==> config.mk <==
export PLATFORM = sky130hd
export DESIGN_NAME = harmonic_scheduler
export DESIGN_NICKNAME = d
export VERILOG_FILES = /design/src/rtl/harmonic_scheduler_pkg.sv /design/src/rtl/harmonic_scheduler.sv
export SDC_FILE = /design/constraint.sdc
export NUM_CORES = 1
export LEC_CHECK = 0
export BUFFER_PORTS_ARGS = -buffer_cell sky130_fd_sc_hd__buf_2
export CAP_MARGIN = 5
export CORE_AREA = 10 10 114 116
export DETAILED_ROUTE_END_ITERATION = 12
export DIE_AREA = 0 0 124 126
export GPL_TIMING_DRIVEN = 0
export HOLD_SLACK_MARGIN = 0.08
export SLEW_MARGIN = 20
export SYNTH_ARGS = -nofsm -noshare
export SYNTH_HDL_FRONTEND = slang
export SYNTH_SLANG_ARGS = --single-unit
==> constraint.sdc <==
create_clock -name i_Clock -period 3.8 [get_ports i_Clock]
set_input_delay 0.19 -clock i_Clock [delete_from_list [all_inputs] [get_ports i_Clock]]
set_output_delay 0.19 -clock i_Clock [all_outputs]
set_load 0.02 [all_outputs]
==> src/rtl/harmonic_scheduler_pkg.sv <==
// ============================================================================
// harmonic_scheduler_pkg : shared widths, Nyquist default, state encodings
// Revision: 1.0
// ============================================================================
`default_nettype none

package harmonic_scheduler_pkg;

  localparam int c_DIV_BIT  = 11;
  localparam int c_HARM_BIT = 7;
  localparam int c_INC_BIT  = 16;

  // Largest legal phase increment is half the phase wheel.
  function automatic int nyq_default(input int inc_bit);
    return 2 ** (inc_bit - 1);
  endfunction

  localparam int c_NYQ_LIMIT = nyq_default(c_INC_BIT);

  localparam int c_STATE_W = 3;
  localparam logic [2:0] c_S_IDLE      = 3'd0;
  localparam logic [2:0] c_S_RESTART   = 3'd1;
  localparam logic [2:0] c_S_EMIT      = 3'd2;
  localparam logic [2:0] c_S_ISSUE     = 3'd3;
  localparam logic [2:0] c_S_WAIT_MULT = 3'd4;
  localparam logic [2:0] c_S_DONE      = 3'd5;

endpackage

`default_nettype wire

==> src/rtl/harmonic_scheduler.sv <==
// ============================================================================
// harmonic_scheduler : walks one harmonic series per sample frame, pacing a
// neighbouring scale multiplier and emitting (index, increment, level) tuples.
// Revision: 1.0
// ============================================================================
`default_nettype none

module harmonic_scheduler
  import harmonic_scheduler_pkg::*;
#(
  parameter int DIV_BIT   = c_DIV_BIT,
  parameter int HARM_BIT  = c_HARM_BIT,
  parameter int INC_BIT   = c_INC_BIT,
  parameter int NYQ_LIMIT = nyq_default(INC_BIT)
) (
  input  logic                i_Clock,
  input  logic                i_Reset_n,
  input  logic                i_Sample_Start,
  input  logic [HARM_BIT-1:0] i_Harm_Count,
  input  logic [INC_BIT-1:0]  i_Base_Inc,
  output logic                o_SM_Restart,
  output logic                o_SM_Start,
  input  logic                i_SM_Ready,
  input  logic [DIV_BIT-1:0]  i_SM_Mult,
  output logic                o_Harm_Valid,
  input  logic                i_Harm_Ready,
  output logic [HARM_BIT-1:0] o_Harm_Index,
  output logic [INC_BIT-1:0]  o_Harm_Inc,
  output logic [DIV_BIT-1:0]  o_Harm_Level,
  output logic                o_Frame_Done,
  output logic                o_Overrun
);

  localparam logic [INC_BIT:0] c_NYQ = (INC_BIT+1)'(NYQ_LIMIT);

  logic [c_STATE_W-1:0] state_q,      state_d;
  logic [HARM_BIT-1:0]  count_q,      count_d;
  logic [INC_BIT-1:0]   base_q,       base_d;
  logic [INC_BIT-1:0]   acc_q,        acc_d;
  logic [HARM_BIT-1:0]  index_q,      index_d;
  logic [DIV_BIT-1:0]   level_q,      level_d;
  logic                 busy_seen_q,  busy_seen_d;
  logic                 valid_q,      valid_d;
  logic                 sm_restart_q, sm_restart_d;
  logic                 sm_start_q,   sm_start_d;
  logic                 done_q,       done_d;
  logic                 overrun_q,    overrun_d;

  logic [HARM_BIT:0] w_idx_next;
  logic [INC_BIT:0]  w_acc_sum;
  logic              w_terminate;

  // Widened by one bit so neither the index nor the increment can wrap.
  assign w_idx_next  = {1'b0, index_q} + {{HARM_BIT{1'b0}}, 1'b1};
  assign w_acc_sum   = {1'b0, acc_q} + {1'b0, base_q};
  assign w_terminate = (w_idx_next >= {1'b0, count_q}) ||
                       (w_acc_sum > c_NYQ) ||
                       (i_SM_Mult == '0);

  always_comb begin
    state_d      = state_q;
    count_d      = count_q;
    base_d       = base_q;
    acc_d        = acc_q;
    index_d      = index_q;
    level_d      = level_q;
    busy_seen_d  = busy_seen_q;
    valid_d      = valid_q;
    sm_restart_d = 1'b0;
    sm_start_d   = 1'b0;
    done_d       = 1'b0;
    overrun_d    = i_Sample_Start && (state_q != c_S_IDLE);

    case (state_q)
      c_S_IDLE: begin
        if (i_Sample_Start) begin
          count_d      = (i_Harm_Count == '0) ? HARM_BIT'(1) : i_Harm_Count;
          base_d       = i_Base_Inc;
          acc_d        = i_Base_Inc;
          index_d      = '0;
          sm_restart_d = 1'b1;
          state_d      = c_S_RESTART;
        end
      end
      c_S_RESTART: begin
        valid_d = 1'b1;
        level_d = i_SM_Mult;
        state_d = c_S_EMIT;
      end
      c_S_EMIT: begin
        if (i_Harm_Ready) begin
          valid_d = 1'b0;
          if (w_terminate) begin
            done_d  = 1'b1;
            state_d = c_S_DONE;
          end else begin
            sm_start_d = 1'b1;
            state_d    = c_S_ISSUE;
          end
        end
      end
      c_S_ISSUE: begin
        index_d     = index_q + HARM_BIT'(1);
        acc_d       = acc_q + base_q;
        busy_seen_d = 1'b0;
        state_d     = c_S_WAIT_MULT;
      end
      c_S_WAIT_MULT: begin
        // Ready is only trusted once the multiplier has shown it went busy.
        if (!i_SM_Ready) begin
          busy_seen_d = 1'b1;
        end else if (busy_seen_q) begin
          busy_seen_d = 1'b0;
          valid_d     = 1'b1;
          level_d     = i_SM_Mult;
          state_d     = c_S_EMIT;
        end
      end
      c_S_DONE: begin
        state_d = c_S_IDLE;
      end
      default: begin
        state_d = c_S_IDLE;
      end
    endcase
  end

  always_ff @(posedge i_Clock or negedge i_Reset_n) begin
    if (!i_Reset_n) begin
      state_q      <= c_S_IDLE;
      count_q      <= '0;
      base_q       <= '0;
      acc_q        <= '0;
      index_q      <= '0;
      level_q      <= '0;
      busy_seen_q  <= 1'b0;
      valid_q      <= 1'b0;
      sm_restart_q <= 1'b0;
      sm_start_q   <= 1'b0;
      done_q       <= 1'b0;
      overrun_q    <= 1'b0;
    end else begin
      state_q      <= state_d;
      count_q      <= count_d;
      base_q       <= base_d;
      acc_q        <= acc_d;
      index_q      <= index_d;
      level_q      <= level_d;
      busy_seen_q  <= busy_seen_d;
      valid_q      <= valid_d;
      sm_restart_q <= sm_restart_d;
      sm_start_q   <= sm_start_d;
      done_q       <= done_d;
      overrun_q    <= overrun_d;
    end
  end

  assign o_SM_Restart = sm_restart_q;
  assign o_SM_Start   = sm_start_q;
  assign o_Harm_Valid = valid_q;
  assign o_Harm_Index = index_q;
  assign o_Harm_Inc   = acc_q;
  assign o_Harm_Level = level_q;
  assign o_Frame_Done = done_q;
  assign o_Overrun    = overrun_q;

endmodule

`default_nettype wire

==> results.json, run 1 <==
{
  "whs_ps": 97.5,
  "arrival_ps": 3600,
  "num_rows": 38,
  "syn_to_final_growth_pct": 29.9,
  "ys_warn_count": 0,
  "synth_edf_count": 0,
  "die_h_um": 126,
  "final_core_util_pct": 44.8,
  "synth.distinct_cells": 52,
  "ir_drop_mv": 0.369,
  "crit_type": "register to register",
  "critPathLaunch": "o_Harm_Inc[0]",
  "wl_per_cell_um": 15.4,
  "seq_area_frac_synth_pct": 44.8,
  "grt_usage_pct": 13.9,
  "ant_nets": 0,
  "overflow": 0,
  "drt-total-wl_um": 10300,
  "synth.avg_cell_area_sq_um": 9.14,
  "fin_nets": 590,
  "via_per_inst": 5.01,
  "slowest_delay_ps": 530,
  "path_cells": "ha_1 -> fa_1 -> a211oi_2 -> nor2_1 -> xor2_1 -> or4_1 -> or4b_1 -> a2111oi_2 -> a21o_2 -> o21ai_0",
  "gp_congestion": 0.881,
  "root_buffer": "clkbuf_8",
  "placed_area_sq_um": 4280,
  "start_kind": "register",
  "worst_skew_pair.late_latency_ps": 350,
  "cts_resized": 0,
  "critical_path_required_ps": 4030,
  "critPathTopFamily": "simple AND/OR/NAND/NOR gates",
  "ios": 78,
  "place_ws_ps": 453,
  "period_share_pct": 88.6,
  "cts_setup_buffers": 0,
  "drive_gt1_share_pct": 21.1,
  "worstMarginPinSlew_ps": 651,
  "cts_sinks": 66,
  "stdcell_area_sq_um": 4790,
  "status": "complete, no violations",
  "grt_pass1_wl_um": 17700,
  "first_global_vias": 3582,
  "dieArea_sq_um": 15600,
  "diodes": 0,
  "drtIter0Drc": 115,
  "clockBufferDepth": 2,
  "cp-end-kind": "register",
  "hold_buffers": 34,
  "max_cap_viol_count": 0,
  "cpMaxStageDelayCell": "or4b_1",
  "period_minus_slack_ps": 3370,
  "rsz0062_at_grt": "no",
  "synthArstFlopShare_pct": 100,
  "final_max_slew_viol_count": 0,
  "hold_start": "i_SM_Mult[8]",
  "drc": 0,
  "synth_cells": 403,
  "worst_slack_ps": 433,
  "hold_viol": 0,
  "core_region_area_sq_um": 10700,
  "crit_fanout": 4,
  "routed-via-count": 3362,
  "fill_cells": 1086,
  "syn_area_sq_um": 3680,
  "hpwl_um": 7940,
  "leakagePower_nw": 2.36,
  "die_w_um": 124,
  "h-tree-depth": 3,
  "numCtsBuffers": 9,
  "synthFlopType": "dfrtp_1",
  "cts_tree": "done",
  "start_util_pct": 34.4,
  "max_freq_mhz": 297,
  "io_buffers": 77,
  "grt_max_degree": 47,
  "dr.pass1.iters": 4,
  "hp-class": "primary input to register",
  "powerDensity_nw_per_um2": 902,
  "syn_nets": 467,
  "skew_ps": 11.3,
  "rr_startpoint": "o_Harm_Inc[0]",
  "fin_setup_tns_ps": 0,
  "setup_violations": 0,
  "synth-seq-cells": 66,
  "path_buf_inv": 0,
  "antenna_found_initial": 0,
  "max_slew_margin_pct": 56.4,
  "cts.clk_slew.worst_paths_ps": 70
}
registers in the layout (all words and copies together), names as in the netlist:
signal	cells
count_q	7
busy_seen_q	1
o_Harm_Inc	16
o_Harm_Level	11
o_Harm_Index	7
state_q	3
o_Frame_Done	1
o_SM_Restart	1
o_Overrun	1
o_Harm_Valid	1
o_SM_Start	1
base_q	16
final timing paths:
path,to,slack [ps],depth (start not counted)
max in group asynchronous,base_q[13],2990,3
min reg2reg,base_q[9],480,2
max,state_q[2],430,10
min,o_Harm_Level[8],100,2
max reg2reg,state_q[2],430,10
min in group asynchronous,o_Harm_Inc[5],280,2
where the power goes:
part / total [mW] / leakage [nW] / switching [mW] / internal [mW]
Combinational: 2.57 / 1.46 / 1.55 / 1.02
Sequential: 1.22 / 0.824 / 0.202 / 1.02
Clock: 0.531 / 0.0786 / 0.277 / 0.254
cells in the mapped netlist (6+ instances only):
library cell / instances / share of area (%)
ha_1: 24 / 8.1
xnor2_1: 9 / 2.1
o21ai_0: 21 / 2.9
dfrtp_1: 66 / 45
o211ai_1: 7 / 1.4
xor2_1: 6 / 1.4
clkbuf_1: 11 / 1.1
nand3_1: 25 / 3.4
nor2_1: 23 / 2.3
nand2_1: 102 / 10
a22oi_1: 7 / 1.4
mux2_2: 11 / 3.4
inv_1: 12 / 1.2
a21oi_1: 10 / 1.4
logic make-up (layout without fill, tap and decap cells):
logic type               Yosys count  in the layout  share of synthesized area (%)
XOR/XNOR                          15             15                           3.57
buffers and inverters             24            152                           2.44
adder cells (fa/ha/maj)           25             25                           8.69
multiplexers                      13             13                           3.90
AO/OA/AOI/OAI                     80             80                           15.2
AND/OR/NAND/NOR                  180            180                           21.4
flip-flops                        66             66                           44.8
cell usage in the layout (no fill, tap or decap), drive strengths merged, types with 4 or more instances in the layout:
cell type,Yosys,routed
xnor2,9,9
mux2,11,11
nor2,23,23
and3,4,4
inv,13,13
nand2,102,102
nand3,25,25
xor2,6,6
a21oi,11,11
buf,0,78
dfrtp,66,66
dlygate4sd3,0,34
o21ai,22,22
o21a,4,4
ha,24,24
a22oi,7,7
o211ai,7,7
nor4,5,5
a21o,6,6
clkbuf,11,23
through the flow:
stage | total power [mW] | cells
CTS | 4.35 | 671
finish | 4.32 | 671
floorplan | 3.07 | 403
global route | 4.72 | 671
global placement | 3.71 | 620
detailed placement | 3.77 | 621
per-layer routing:
layer	global-route usage (%)	part of all wire, %	routed length (um)
met5	0	0	0
met4	5.49	2.3	234
met3	3.62	5.9	615
met2	23.2	49	5100
met1	16.4	42	4400
layout make-up:
type / instances / area (sq um) / area share, %
Clock inverter: 4 / 27.5 / 0.575
Timing Repair Buffer: 112 / 756 / 15.8
Multi-Input combinational cell: 313 / 1940 / 40.6
Inverter: 13 / 48.8 / 1.02
Sequential cell: 66 / 1650 / 34.5
Buffer: 11 / 41.3 / 0.862
Tap cell: 140 / 175 / 3.66
Clock buffer: 12 / 145 / 3.03
No activity file was read; power rests on OpenSTA's default activity.
==> inputs of run 2 (changes only) <==
REMOVE_ABC_BUFFERS = 1   (was unset)
==> run 2 against run 1 <==
Net effect:
- hold slack improved by 17 ps
- via count decreased by 2.7%
- setup slack improved by 35 ps
- final cell count decreased by 1.3%
- clock power increased by 14%
- maximum frequency increased by 1.0%
- die area unchanged
- flip-flop and latch count unchanged
- combinational power decreased by 2%
- final area increased by 0.13%
- register-to-register slack improved by 30 ps
- routed wire length decreased by 4.2%
- critical endpoint unchanged
- largest cell class unchanged
- highest routed layer unchanged
==> results.json, run 2 (synthesis gave the netlist of run 1 again) <==
{
  "rsz0062_at_grt": "no",
  "leakagePower_nw": 2.38,
  "max_cap_viol_count": 0,
  "io_buffers": 77,
  "core_region_area_sq_um": 10700,
  "seqPwrFrac_pct": 28.1,
  "diodes": 0,
  "clockBufferDepth": 2,
  "numCtsBuffers": 9,
  "first_global_vias": 3412,
  "drive_gt1_share_pct": 22.2,
  "fin_nets": 581,
  "cts.clk_slew.worst_paths_ps": 80,
  "power_frac_clock_pct": 13.9,
  "hold_viol": 0,
  "grt_pass1_wl_um": 16900,
  "crit_fanout": 4,
  "dpl.cell_count": 610,
  "cp-end-kind": "register",
  "root_buffer": "clkbuf_8",
  "overflow": 0,
  "cts_sinks": 66,
  "die_h_um": 126,
  "final_core_util_pct": 44.8,
  "final_common_cell": "nand2_1",
  "period_minus_slack_ps": 3330,
  "dr.pass1.iters": 6,
  "netSwitchingPower_mw": 2.03,
  "cts_setup_buffers": 0,
  "powerDensity_nw_per_um2": 910,
  "setup_violations": 0,
  "drc": 0,
  "grt_usage_pct": 13.3,
  "comb_power_share_pct": 58.0,
  "wl_per_cell_um": 15.0,
  "drt-total-wl_um": 9910,
  "final_cell_mix": "102 x nand2_1, 76 x buf_2, 66 x dfrtp_1",
  "gp_congestion": 0.849,
  "start_util_pct": 34.4,
  "antenna_found_initial": 0,
  "p_int_mw": 2.33,
  "fin_setup_tns_ps": 0,
  "grt_max_degree": 39,
  "drtIter0Drc": 142,
  "hp-class": "primary input to register",
  "h-tree-depth": 3,
  "status": "complete, no violations",
  "hpwl_um": 7270,
  "ir_drop_mv": 0.268,
  "max_freq_mhz": 300,
  "num_rows": 38,
  "cts_tree": "done",
  "worst_skew_pair.late_latency_ps": 350,
  "period_share_pct": 87.7,
  "crit_type": "register to register",
  "ant_nets": 0,
  "routed-via-count": 3272,
  "dieArea_sq_um": 15600,
  "final_max_slew_viol_count": 0,
  "critical_path_required_ps": 4030,
  "max_slew_margin_pct": 32.3,
  "instances_no_fill": 662,
  "fin_total_pwr_mw": 4.36,
  "worstMarginPinSlew_ps": 1010,
  "ios": 78,
  "skew_ps": 6.06,
  "start_kind": "register",
  "die_w_um": 124,
  "swShare_pct": 46.5,
  "via_per_inst": 4.94,
  "syn_to_final_growth_pct": 30.1,
  "arrival_ps": 3560
}
run 2: layout make-up:
class                      count  area [sq um]
clock buffer                   9           124
clock inverter                 7          78.8
fill                        1061          5900
inverter                      13          48.8
multi-input combinational    313          1950
sequential                    66          1650
tap                          140           175
timing repair buffer         114           768
run 2: critical path, stage by stage, from the launching register on:
cell	delay [ps]
dfrtp_1	410
ha_1	240
fa_1	430
a211oi_2	320
nor2_1	100
xor2_1	160
or4_1	520
or4b_1	520
a2111oi_2	220
a21o_2	200
o21ai_0	90
run 2: final timing paths:
path / startpoint / slack (ps) / to / cells past startpoint
setup reg to reg: o_Harm_Inc[0] / 470 / state_q[2] / 10
max in group asynchronous: i_Reset_n / 2960 / o_Harm_Index[3] / 3
min in group asynchronous: i_Reset_n / 310 / o_Harm_Inc[5] / 2
hold reg to reg: base_q[8] / 480 / base_q[8] / 2
hold / removal: i_Harm_Count[0] / 110 / count_q[0] / 3
setup / recovery: o_Harm_Inc[0] / 470 / state_q[2] / 10
run 2: layer usage:
layer,vias to the layer above,routed length [um],global-route usage (%)
met5,-,0,0
met3,14,515,2.37
li1,1655,-,-
met2,68,4800,21.1
met4,0,188,5.96
met1,1535,4410,17.1
run 2: what timing repair did:
item | CTS | global route
hold buffers | 36 | 0
resized for setup | 0 | 0
endpoints found under the setup margin | 0 | 0
hold endpoints to repair | 70 | 0
run 2: power groups by stage:
| stage | Combinational [mW] | Clock, mW | Sequential, mW |
|---|---|---|---|
| final | 2.53 | 0.607 | 1.22 |
| after global routing | 2.85 | 0.647 | 1.27 |
| after CTS | 2.55 | 0.622 | 1.23 |
| after detailed placement | 2.50 | 0 | 1.24 |
| after global placement | 2.45 | 0 | 1.23 |
| after floorplan | 1.63 | 0 | 1.42 |
run 2: through the flow:
step                setup slack, ps  hold WS, ps  area (sq um)
finish                          468          115          4790
global route                    273          142          4790
CTS                             479         98.2          4790
detailed placement              503          143          4230
global placement                253          396          4200
floorplan                       707         -106          3640
==> inputs of run 3 (changes only) <==
CORE_AREA = 2 2 106 108   (was 10 10 114 116)
DIE_AREA = 0 0 108 110   (was 0 0 124 126)
==> run 3 against run 2 <==
Net effect:
- clock power up 3%
- die area down 24%
- combinational power about the same
- sequential share of layout area about the same
- via count up 0.24%
- global-route usage up 3.7 points
- final area about the same
- critical path type unchanged
==> results.json, run 3 (synthesis gave the netlist of run 1 again) <==
{
  "status": "complete, no violations",
  "max_freq_mhz": 300,
  "period_minus_slack_ps": 3330,
  "fin_nets": 580,
  "reg2reg_depth": 10,
  "drt-total-wl_um": 9440,
  "fin_total_pwr_mw": 4.37,
  "r2r-end": "state_q[2]",
  "grt_usage_pct": 17.0,
  "fill_cells": 1095,
  "skew_ps": 7.45,
  "cts_tree": "done",
  "final_max_slew_viol_count": 0,
  "place_ws_ps": 477,
  "hp-class": "primary input to register",
  "via_per_inst": 4.96,
  "routed-via-count": 3280,
  "hold_start": "i_Sample_Start",
  "first_global_vias": 3309,
  "slowest_delay_ps": 510,
  "overflow": 0,
  "num_rows": 38,
  "fin_setup_tns_ps": 0,
  "rsz0062_at_grt": "no",
  "worstMarginPinSlew_ps": 1050,
  "leakagePower_nw": 2.38,
  "r2r_setup_slack_ps": 470,
  "cp-end-kind": "register",
  "diodes": 0,
  "powerDensity_nw_per_um2": 913,
  "gp_congestion": 0.846,
  "io_buffers": 77,
  "final_common_cell": "nand2_1",
  "whs_endpoint": "o_Overrun",
  "h-tree-depth": 3,
  "dieArea_sq_um": 11900,
  "numCtsBuffers": 9,
  "clockBufferDepth": 2,
  "drive_gt1_share_pct": 22.3,
  "die_h_um": 110,
  "max_cap_viol_count": 0,
  "final_cell_mix": "102 x nand2_1, 76 x buf_2, 66 x dfrtp_1",
  "start_util_pct": 34.4,
  "rr_startpoint": "o_Harm_Inc[0]",
  "cpMaxStageDelayCell": "or4b_1",
  "worst_slack_ps": 465,
  "ir_drop_mv": 0.270,
  "wl_per_cell_um": 14.3,
  "crit_fanout": 4,
  "cts.clk_slew.worst_paths_ps": 80,
  "syn_to_final_growth_pct": 30.1,
  "hold_viol": 0,
  "instances_no_fill": 661,
  "root_buffer": "clkbuf_8",
  "setup_violations": 0,
  "arrival_ps": 3570,
  "crit_type": "register to register",
  "ant_nets": 0,
  "worst_skew_pair.late_latency_ps": 350,
  "dr.pass1.iters": 5,
  "max_slew_margin_pct": 29.5,
  "cts_sinks": 66,
  "drc": 0,
  "start_kind": "register",
  "hpwl_um": 6670,
  "cts_resized": 0,
  "grt_pass1_wl_um": 15700,
  "path_cells": "ha_1 -> fa_1 -> a211oi_2 -> nor2_1 -> xor2_1 -> or4_1 -> or4b_1 -> a2111oi_2 -> a21o_2 -> o21ai_0",
  "drtIter0Drc": 117,
  "die_w_um": 108,
  "dpl.cell_count": 610,
  "min_delay_path_depth": 2,
  "grt_max_degree": 40,
  "core_region_area_sq_um": 10700,
  "antenna_found_initial": 0,
  "period_share_pct": 87.8,
  "critical_path_required_ps": 4030,
  "ios": 78
}
==> run 3: layout make-up <==
type | count | area (sq um) | share of cell area [%]
Timing Repair Buffer | 113 | 758 | 15.8
Tap cell | 140 | 175 | 3.66
Multi-Input combinational cell | 313 | 1950 | 40.7
Sequential cell | 66 | 1650 | 34.5
Inverter | 13 | 48.8 | 1.02
Clock inverter | 6 | 72.6 | 1.51
Clock buffer | 10 | 138 | 2.87
==> run 3: stage by stage <==
step / utilization, % / area (sq um) / hold WS [ps]
global placement: 39.3 / 4200 / 396
CTS: 44.7 / 4780 / 81.7
finish: 44.8 / 4790 / 103
floorplan: - / 3640 / -106
global route: 44.8 / 4790 / 88.3
detailed placement: 39.6 / 4230 / 136
==> run 3: worst max-delay path: cells and delay by family (launching register included) <==
| family | cells | cell delay [ps] |
|---|---|---|
| adder cells (fa/ha/maj) | 2 | 660 |
| XOR/XNOR | 1 | 160 |
| AO/OA/AOI/OAI | 4 | 860 |
| flip-flops | 1 | 410 |
| AND/OR/NAND/NOR | 3 | 1120 |
==> run 3: metal layers <==
layer  share of wire (%)  global-route usage (%)  vias up
met2                  49                    27.4       54
met4                0.90                    6.14        0
li1                    -                       -     1652
met1                  46                    22.2     1568
met3                 4.0                    4.23        6
met5                   0                       0        -
==> run 3: where the power goes <==
group	total [mW]	internal, mW	switching (mW)	leakage [nW]
registers	1.23	1.01	0.216	0.824
clock network	0.625	0.329	0.297	0.104
logic	2.52	1.01	1.51	1.45
==> run 3: worst max path at each step <==
stage,startpoint,endpoint,slack (ps)
after global routing,o_Harm_Inc[0],state_q[1],270
after global placement,state_q[2],o_Harm_Index[5],240
after detailed placement,o_Harm_Inc[0],state_q[2],480
after CTS,o_Harm_Inc[0],state_q[2],460
final,o_Harm_Inc[0],state_q[2],470
after floorplan,o_Harm_Inc[0],state_q[2],710
==> run 3: timing repair <==
| item | 4_1_cts | 5_1_grt |
|---|---|---|
| hold buffers | 34 | 1 |
| endpoints found under the hold margin | 70 | 1 |
| buffers inserted | 0 | 0 |
